==> config.mk <==
export PLATFORM = sky130hd
export DESIGN_NAME = freq_counter_multi
export DESIGN_NICKNAME = d
export VERILOG_FILES = /design/src/rtl/freq_counter_multi.sv
export SDC_FILE = /design/constraint.sdc
export NUM_CORES = 1
export LEC_CHECK = 0
export CORE_MARGIN = 2
export CORE_UTILIZATION = 36
export CTS_BUF_LIST = sky130_fd_sc_hd__clkbuf_4
export DETAILED_ROUTE_END_ITERATION = 8
export GPL_TIMING_DRIVEN = 0
export PLACE_DENSITY_LB_ADDON = 0.3
export SLEW_MARGIN = 20
export SYNTH_ARGS = -nofsm -noshare
export SYNTH_HDL_FRONTEND = slang
export SYNTH_SLANG_ARGS = --single-unit
==> constraint.sdc <==
create_clock -name clk -period 4.1 [get_ports clk]
set_input_delay 0.82 -clock clk [delete_from_list [all_inputs] [get_ports clk]]
set_output_delay 0.82 -clock clk [all_outputs]
set_load 0.02 [all_outputs]
==> src/rtl/freq_counter_multi.sv <==
// Gated frequency counter: counts selected edges of an asynchronous input over a
// programmable window and publishes the saturated count as BCD via a serial double-dabble.
module freq_counter_multi #(
    parameter int DIGITS         = 4,
    parameter int PERIOD_BITS    = 16,
    parameter int DEFAULT_PERIOD = 1200
) (
    input  logic                   clk,
    input  logic                   reset,
    input  logic                   signal,
    input  logic [1:0]             edge_sel,
    input  logic [PERIOD_BITS-1:0] period,
    input  logic                   period_load,
    output logic [4*DIGITS-1:0]    bcd,
    output logic                   valid,
    output logic                   overflow
);

    localparam int CNT_MAX    = 10**DIGITS - 1;
    localparam int CNT_BITS   = $clog2(CNT_MAX + 1);
    localparam int MIN_PERIOD = CNT_BITS + 2;
    localparam int BCD_W      = 4 * DIGITS;
    localparam int SH_W       = BCD_W + CNT_BITS;
    localparam int IT_W       = $clog2(CNT_BITS + 1);

    localparam logic [PERIOD_BITS-1:0] MIN_P     = PERIOD_BITS'(MIN_PERIOD);
    localparam logic [PERIOD_BITS-1:0] DEF_P     = PERIOD_BITS'(DEFAULT_PERIOD);
    localparam logic [PERIOD_BITS-1:0] P_ONE     = PERIOD_BITS'(1);
    localparam logic [CNT_BITS-1:0]    CNT_MAX_C = CNT_BITS'(CNT_MAX);
    localparam logic [CNT_BITS-1:0]    CNT_ONE   = CNT_BITS'(1);
    localparam logic [IT_W-1:0]        IT_LAST   = IT_W'(CNT_BITS - 1);

    typedef enum logic [1:0] {IDLE, SHIFT, PUBLISH} state_t;

    // Short windows would let a new snapshot arrive before the converter is idle.
    function automatic logic [PERIOD_BITS-1:0] clamp_period(input logic [PERIOD_BITS-1:0] p);
        return (p < MIN_P) ? MIN_P : p;
    endfunction

    function automatic logic [SH_W-1:0] dd_step(input logic [SH_W-1:0] v);
        logic [SH_W-1:0] t;
        t = v;
        for (int d = 0; d < DIGITS; d++) begin
            if (t[CNT_BITS+4*d +: 4] >= 4'd5) begin
                t[CNT_BITS+4*d +: 4] = t[CNT_BITS+4*d +: 4] + 4'd3;
            end
        end
        return {t[SH_W-2:0], 1'b0};
    endfunction

    logic                   sync1_q, sync2_q, hist_q;
    logic                   run_q;
    logic [PERIOD_BITS-1:0] gate_q, gate_d, upd_q, upd_d, pend_q, pend_d;
    logic [CNT_BITS-1:0]    cnt_q, cnt_d, cnt_next;
    logic                   sticky_q, sticky_d, sticky_next;
    logic                   rise, fall, detect, closing, at_max;
    state_t                 state_q, state_d;
    logic [IT_W-1:0]        iter_q, iter_d;
    logic [SH_W-1:0]        sh_q, sh_d;
    logic                   osnap_q, osnap_d;
    logic [BCD_W-1:0]       bcd_q, bcd_d;
    logic                   ovf_q, ovf_d, valid_q, valid_d;

    assign rise = sync2_q & ~hist_q;
    assign fall = ~sync2_q & hist_q;

    always_comb begin
        detect = rise;
        case (edge_sel)
            2'b01:   detect = fall;
            2'b10:   detect = rise | fall;
            default: detect = rise;
        endcase
    end

    // Window timing and edge accumulation; the closing cycle's own edge goes into the snapshot.
    always_comb begin
        at_max      = (cnt_q == CNT_MAX_C);
        cnt_next    = (detect && !at_max) ? cnt_q + CNT_ONE : cnt_q;
        sticky_next = sticky_q | (detect & at_max);
        closing     = run_q && (gate_q == upd_q - P_ONE);
        gate_d      = gate_q;
        cnt_d       = cnt_q;
        sticky_d    = sticky_q;
        upd_d       = upd_q;
        if (closing) begin
            gate_d   = '0;
            cnt_d    = '0;
            sticky_d = 1'b0;
            upd_d    = pend_q;
        end else if (run_q) begin
            gate_d   = gate_q + P_ONE;
            cnt_d    = cnt_next;
            sticky_d = sticky_next;
        end
        pend_d = period_load ? clamp_period(period) : pend_q;
    end

    always_comb begin
        state_d = state_q;
        iter_d  = iter_q;
        sh_d    = sh_q;
        osnap_d = osnap_q;
        bcd_d   = bcd_q;
        ovf_d   = ovf_q;
        valid_d = 1'b0;
        case (state_q)
            IDLE: begin
                if (closing) begin
                    sh_d    = {{BCD_W{1'b0}}, cnt_next};
                    osnap_d = sticky_next;
                    iter_d  = '0;
                    state_d = SHIFT;
                end
            end
            SHIFT: begin
                sh_d   = dd_step(sh_q);
                iter_d = iter_q + 1'b1;
                if (iter_q == IT_LAST) begin
                    state_d = PUBLISH;
                end
            end
            PUBLISH: begin
                bcd_d   = sh_q[SH_W-1 -: BCD_W];
                ovf_d   = osnap_q;
                valid_d = 1'b1;
                state_d = IDLE;
            end
            default: state_d = IDLE;
        endcase
    end

    always_ff @(posedge clk or negedge reset) begin
        if (!reset) begin
            sync1_q  <= 1'b0;
            sync2_q  <= 1'b0;
            hist_q   <= 1'b0;
            run_q    <= 1'b0;
            gate_q   <= '0;
            upd_q    <= DEF_P;
            pend_q   <= DEF_P;
            cnt_q    <= '0;
            sticky_q <= 1'b0;
            state_q  <= IDLE;
            iter_q   <= '0;
            sh_q     <= '0;
            osnap_q  <= 1'b0;
            bcd_q    <= '0;
            ovf_q    <= 1'b0;
            valid_q  <= 1'b0;
        end else begin
            sync1_q  <= signal;
            sync2_q  <= sync1_q;
            hist_q   <= sync2_q;
            run_q    <= 1'b1;
            gate_q   <= gate_d;
            upd_q    <= upd_d;
            pend_q   <= pend_d;
            cnt_q    <= cnt_d;
            sticky_q <= sticky_d;
            state_q  <= state_d;
            iter_q   <= iter_d;
            sh_q     <= sh_d;
            osnap_q  <= osnap_d;
            bcd_q    <= bcd_d;
            ovf_q    <= ovf_d;
            valid_q  <= valid_d;
        end
    end

    assign bcd      = bcd_q;
    assign valid    = valid_q;
    assign overflow = ovf_q;

endmodule

-- Word level (Yosys, flattened, before mapping)
Cells that the tools add are included.
- bitwise gates (word level): 7
- mux-type cells: 21
- reduce and logical (&&, ||, !) cells: 9
- order comparisons: 5
- equality and inequality tests: 9
- $add $sub $neg: 8
- operators by type and width (kind ; number):
    $pmux 30 s2 ; 1
    $mux 16 ; 3
    $mux 14 ; 3
    $mux 30 ; 1
    $add 16x1->16 const B ; 1
    $eq 16x16->1 ; 1
    $ge 4x3->1 const B ; 4
    $lt 16x5->1 const B ; 1
    $mux 4 ; 4
    $sub 16x1->16 const B ; 1
    $add 14x1->14 const B ; 1
    $eq 14x14->1 const B ; 1
    $add 4x2->4 const B ; 3
    $pmux 4 s2 ; 1
    $reduce_and 2->1 ; 3
    $add 4x1->4 const B ; 1
    $eq 2x1->1 const B ; 2
    $eq 2x2->1 const B ; 2
    $eq 4x4->1 const B ; 1
    $mux 2 ; 2
    $ne 2x2->1 const B ; 2
    $pmux 2 s2 ; 1
    $reduce_bool 2->1 ; 2
    $add 3x2->3 const B ; 1
    other kinds (9) ; 16
- flip-flop bits (word level): 122
- logic and storage cells: 75
- bits of input ports: 22

-- Depth between registers and ports, before layout
- depth in word-level cells: 8
- depth in mapped cells: 12
- mapped depth without buffers: 9

-- Worst setup path before layout
No wires, ideal clock.
- kind: reg-to-reg
- start point: register upd_q[0]
- end point: register sh_q[25]
- path buffers: 2
- period minus slack after synthesis: 2.938 ns
- stages on the path, launching flop included: 12
- data arrival time: 2.817 ns
- setup slack: 1.162 ns
- library setup time: 0.121 ns
- data required time: 3.979 ns
- cells stage by stage: dfrtp_1 > inv_1 > ha_1 > or4b_1 > clkbuf_1 > o31ai_1 > nand4_1 > a2111oi_0 > o211ai_2 > a21o_4 > buf_6 > a22o_1
- longest elaborated chain between the ends: 5
- RTL lines (what ; line ; source):
    start: declaration ; 53 ; logic [PERIOD_BITS-1:0] gate_q, gate_d, upd_q, upd_d, pend_q, pend_d;
    start signal: assignment ; 157 ; upd_q <= upd_d;
    $sub 16x1->16 ; 81 ; closing = run_q && (gate_q == upd_q - P_ONE);
    $eq 16x16->1 ; 81 ;
    $logic_and 1x1->1 ; 81 ;
    $ne 2x2->1 (no line) ; -- ;
    $reduce_and 2->1 (no line) ; -- ;
    end signal: assignment ; 146 ; sh_q <= '0;
    end signal: assignment ; 163 ; sh_q <= sh_d;
    end: declaration ; 59 ; logic [SH_W-1:0] sh_q, sh_d;
No other way between the ends.
A chain may end at the register's enable or synchronous reset.

-- Final worst setup path
- start point: register upd_q[0]
- end point: register cnt_q[0]
- longest elaborated chain between the ends: 4
- elaborated cells between the ends (all ways): 5
- those cells by class: add/sub: 1; eq/ne: 1; mux: 1; reduce/logical: 2
- RTL lines (what ; line ; source):
    $sub 16x1->16 (*) ; 81 ;
    $eq 16x16->1 (*) ; 81 ;
    $logic_and 1x1->1 (*) ; 81 ;
    $mux 14 / $reduce_bool 2->1 (equally long branches) ; -- ;
    end signal: assignment ; 159 ; cnt_q <= cnt_d;
    end: declaration ; 54 ; logic [CNT_BITS-1:0] cnt_q, cnt_d, cnt_next;
Every way passes the cells marked *; elsewhere a longest branch is shown, timed or not.

==> parameters.txt <==
Parameter                              Value

Run status
  Status    finished clean

Worst setup path
  Worst path arrival time    4030 ps
  Required time worst endpoint    4490 ps
  Worst Path Class, Setup    flop to flop
  Kind of end point of the critical path    flop
  Category of the worst setup path launch point    flop
  CP Max Fanout    10

Place
  Post-placement cell area    7250 um^2
  Hpwl dp    10500 um
  Cell count after placement    921
  Routability cong.    0.823
  Number of input and output port buffers inserted    39

Clock tree
  Clock transition at the register clock pins on the worst setup and hold paths after CTS    120 ps
  Buffer type at the clock tree root    clkbuf_4
  Total of hold buffers inserted after clock tree synthesis    0
  Clock tree from TritonCTS    done
  CTS H-tree lvls    4
  Post-CTS Resized    0
  Number of CTS-inserted buffers    17
  Total setup buffers inserted after CTS    0
  Clock latency of the later-clocked register in the worst-skew pair    550 ps
  Number of clock sinks    122
  Clk buf depth    2

STA
  Post-Route Skew    23.8 ps
  Final Hold Viols    0
  Actual slew at the worst max-slew pin    991 ps
  Hold slack final    172 ps
  Final setup vio count    0
  Worst slew margin relative to its limit    33.4%
  Period utilization    88.8%
  Unrepaired setup endpoints after global routing    false
  Max Clk Rate    275 MHz
  Post-layout minimum cycle time    3640 ps
  Final-report max-slew violation count    0

Global routing
  Largest net degree at the start of global routing    83
  Wire length of the first global-routing pass    25500 um
  Antenna violations before repair    1
  Number of global-route vias before repair    5070
  Total gr overflow    0
  Total GRT Usage    16.1%

Route
  Wire length on met1    6980 um
  Met2 wire length    7070 um
  DRC violations left    0
  Iteration-0 DRC count of the detailed router    342
  Highest metal layer used by the detailed router    met4
  DR pass1 iterations    5
  Total met3 wirelength after detailed routing    488 um
  Count of antenna-violating nets left after detailed routing    0
  WL per Instance    15.5 um
  Total wirelength of the detailed-routed design    14700 um
  Via density per instance    5.34
  Via count of the routed design    5094

Synthesis
  Part of the Yosys area used for sequential elements    46.8%
  Main combinational cell family by area after synthesis    simple AND/OR/NAND/NOR gates
  Number of flops mapped to enable cells by yosys    0
  Cells after synthesis    652
  Share of flip-flops with an asynchronous set or reset    100%
  Biggest area contributors in the synthesized netlist    dfrtp_1, mux2_2, xnor2_1
  Cell area after technology mapping    6550 um^2
  Compound-gate portion of the synthesized area    12.9%
  Syn. warnings    0
  Top-area cell type share of the netlist area    43.6%
  Top_reg_cell synth    dfrtp_1
  Cell type with the largest total area after synthesis    dfrtp_1
  Xor/xnor share of the synthesized area    5.49%
  Net Count, Synth    691
  Area share of fa/ha/maj cells after synthesis    3.25%
  Multiplexer share of the synthesized area    8.43%
  Synth cell types    60
  Average size of a mapped cell    10.0 um^2
  Simple-gate share of the synthesized area    18.8%
  Count of state elements after synthesis    122

Cells and area
  Net count, final    750
  Layout overhead on the synthesized area    14.8%
  Share of layout cells above drive strength 1    14.0%
  Most common cell after layout, fill and taps aside    dfrtp_1
  Top library cells by usage in the layout, fill and taps aside    dfrtp_1, nand2_1, mux2_2
  Final design instance area without fill    7510 um^2
  Non-filler instance count after layout    954
  Final design utilization    42.0%

Pwr
  Worst voltage drop across the vdd grid    149 uV
  Standby leakage power    3.28 nW
  Power density relative to cell area    364 nW/um^2
  Total Power Consumption    0.00273 W

Flow run
  Number of max-capacitance violations reported    0

Die
  Total I/O pin count    40
  Starting density of the core    36.6%
  Die height    139 um
  Die Outline Area    19300 um^2
  Core area    17900 um^2
  Standard-cell rows    49
  Die X-Extent    139 um

Min path
  Worst min-delay path category    input pin to asynchronous set/reset pin
==> flip-flops by register name (all words and copies together) (netlist names), 2 cells and up <==
signal / count
cnt_q: 14
bcd: 16
iter_q: 4
gate_q: 16
state_q: 2
sh_q: 30
upd_q: 16
pend_q: 16
==> synthesized netlist by cell type (all sizes together) (10+ instances only) <==
cell	n
or3	14
a21oi	14
nor3	11
ha	17
xor2	10
nand4	10
a22o	17
nand3	32
and2	19
nand2b	10
mux2	41
inv	28
nor2b	14
xnor2	31
clkbuf	29
dfrtp	114
nor2	33
nand2	53
buf	10
o21ai	40
==> power breakdown <==
| part | switching, W | internal [W] | leakage (nW) |
|---|---|---|---|
| Sequential | 0.0000884 | 0.00129 | 1.50 |
| Clock | 0.000497 | 0.000309 | 0.135 |
| Combinational | 0.000312 | 0.000235 | 1.65 |
| Total | 0.000898 | 0.00183 | 3.28 |
==> worst max-delay path, cell delays in order, from the launching register on <==
cell	delay [ps]
dfrtp_1	440
inv_1	80
ha_1	250
or4b_1	460
clkbuf_1	170
o31ai_1	240
nand4_1	120
a2111oi_0	590
o211ai_2	370
buf_6	250
clkbuf_1	260
o21ai_0	140
o21ai_0	110
==> path summary, 6_finish.rpt <==
path                                      startpoint                    to  slack (ps)  cells past startpoint
worst max-delay path            upd_q[0]$_DFFE_PN0P_  cnt_q[0]$_DFFE_PN0P_         460                     12
worst min-delay path                           reset      hist_q$_DFF_PN0_         170                      1
min in group clk                   sync1_q$_DFF_PN0_     sync2_q$_DFF_PN0_         360                      0
worst min register to register     sync1_q$_DFF_PN0_     sync2_q$_DFF_PN0_         360                      0
max in group asynchronous                      reset  upd_q[4]$_DFFE_PN1P_        3170                      2
worst max register to register  upd_q[0]$_DFFE_PN0P_  cnt_q[0]$_DFFE_PN0P_         460                     12
==> per-stage QoR <==
step | worst slack [ps] | setup TNS (ps)
6_report | 459 | 0
5_1_grt | 200 | 0
4_1_cts | 426 | 0
3_5_place_dp | 310 | 0
3_3_place_gp | -2550 | -297460
2_1_floorplan | 1160 | 0
==> layout make-up <==
cell class	instances	area, um^2
antenna	1	2.50
buffer	39	175
clock buffer	18	135
clock inverter	14	124
fill	1753	10400
inverter	29	109
multi-input combinational	462	3200
sequential	122	3060
tap	229	287
timing repair buffer	40	419
==> metal layers <==
| layer | vias up | track usage [%] |
|---|---|---|
| li1 | 2455 | - |
| met1 | 2527 | 21.5 |
| met2 | 96 | 26.0 |
| met3 | 16 | 4.01 |
| met4 | 0 | 4.78 |
| met5 | - | 0 |
==> logic make-up after synthesis <==
kind of cell	count (synthesis)
adders and majority gates	17
and+or+nand+nor	231
DFF	122
AOI/OAI and AO/OA	122
buffers and inverters	68
muxes	50
xor gates and xnor gates	41
other	1
Note: power is estimated with default switching activity, not from simulation.
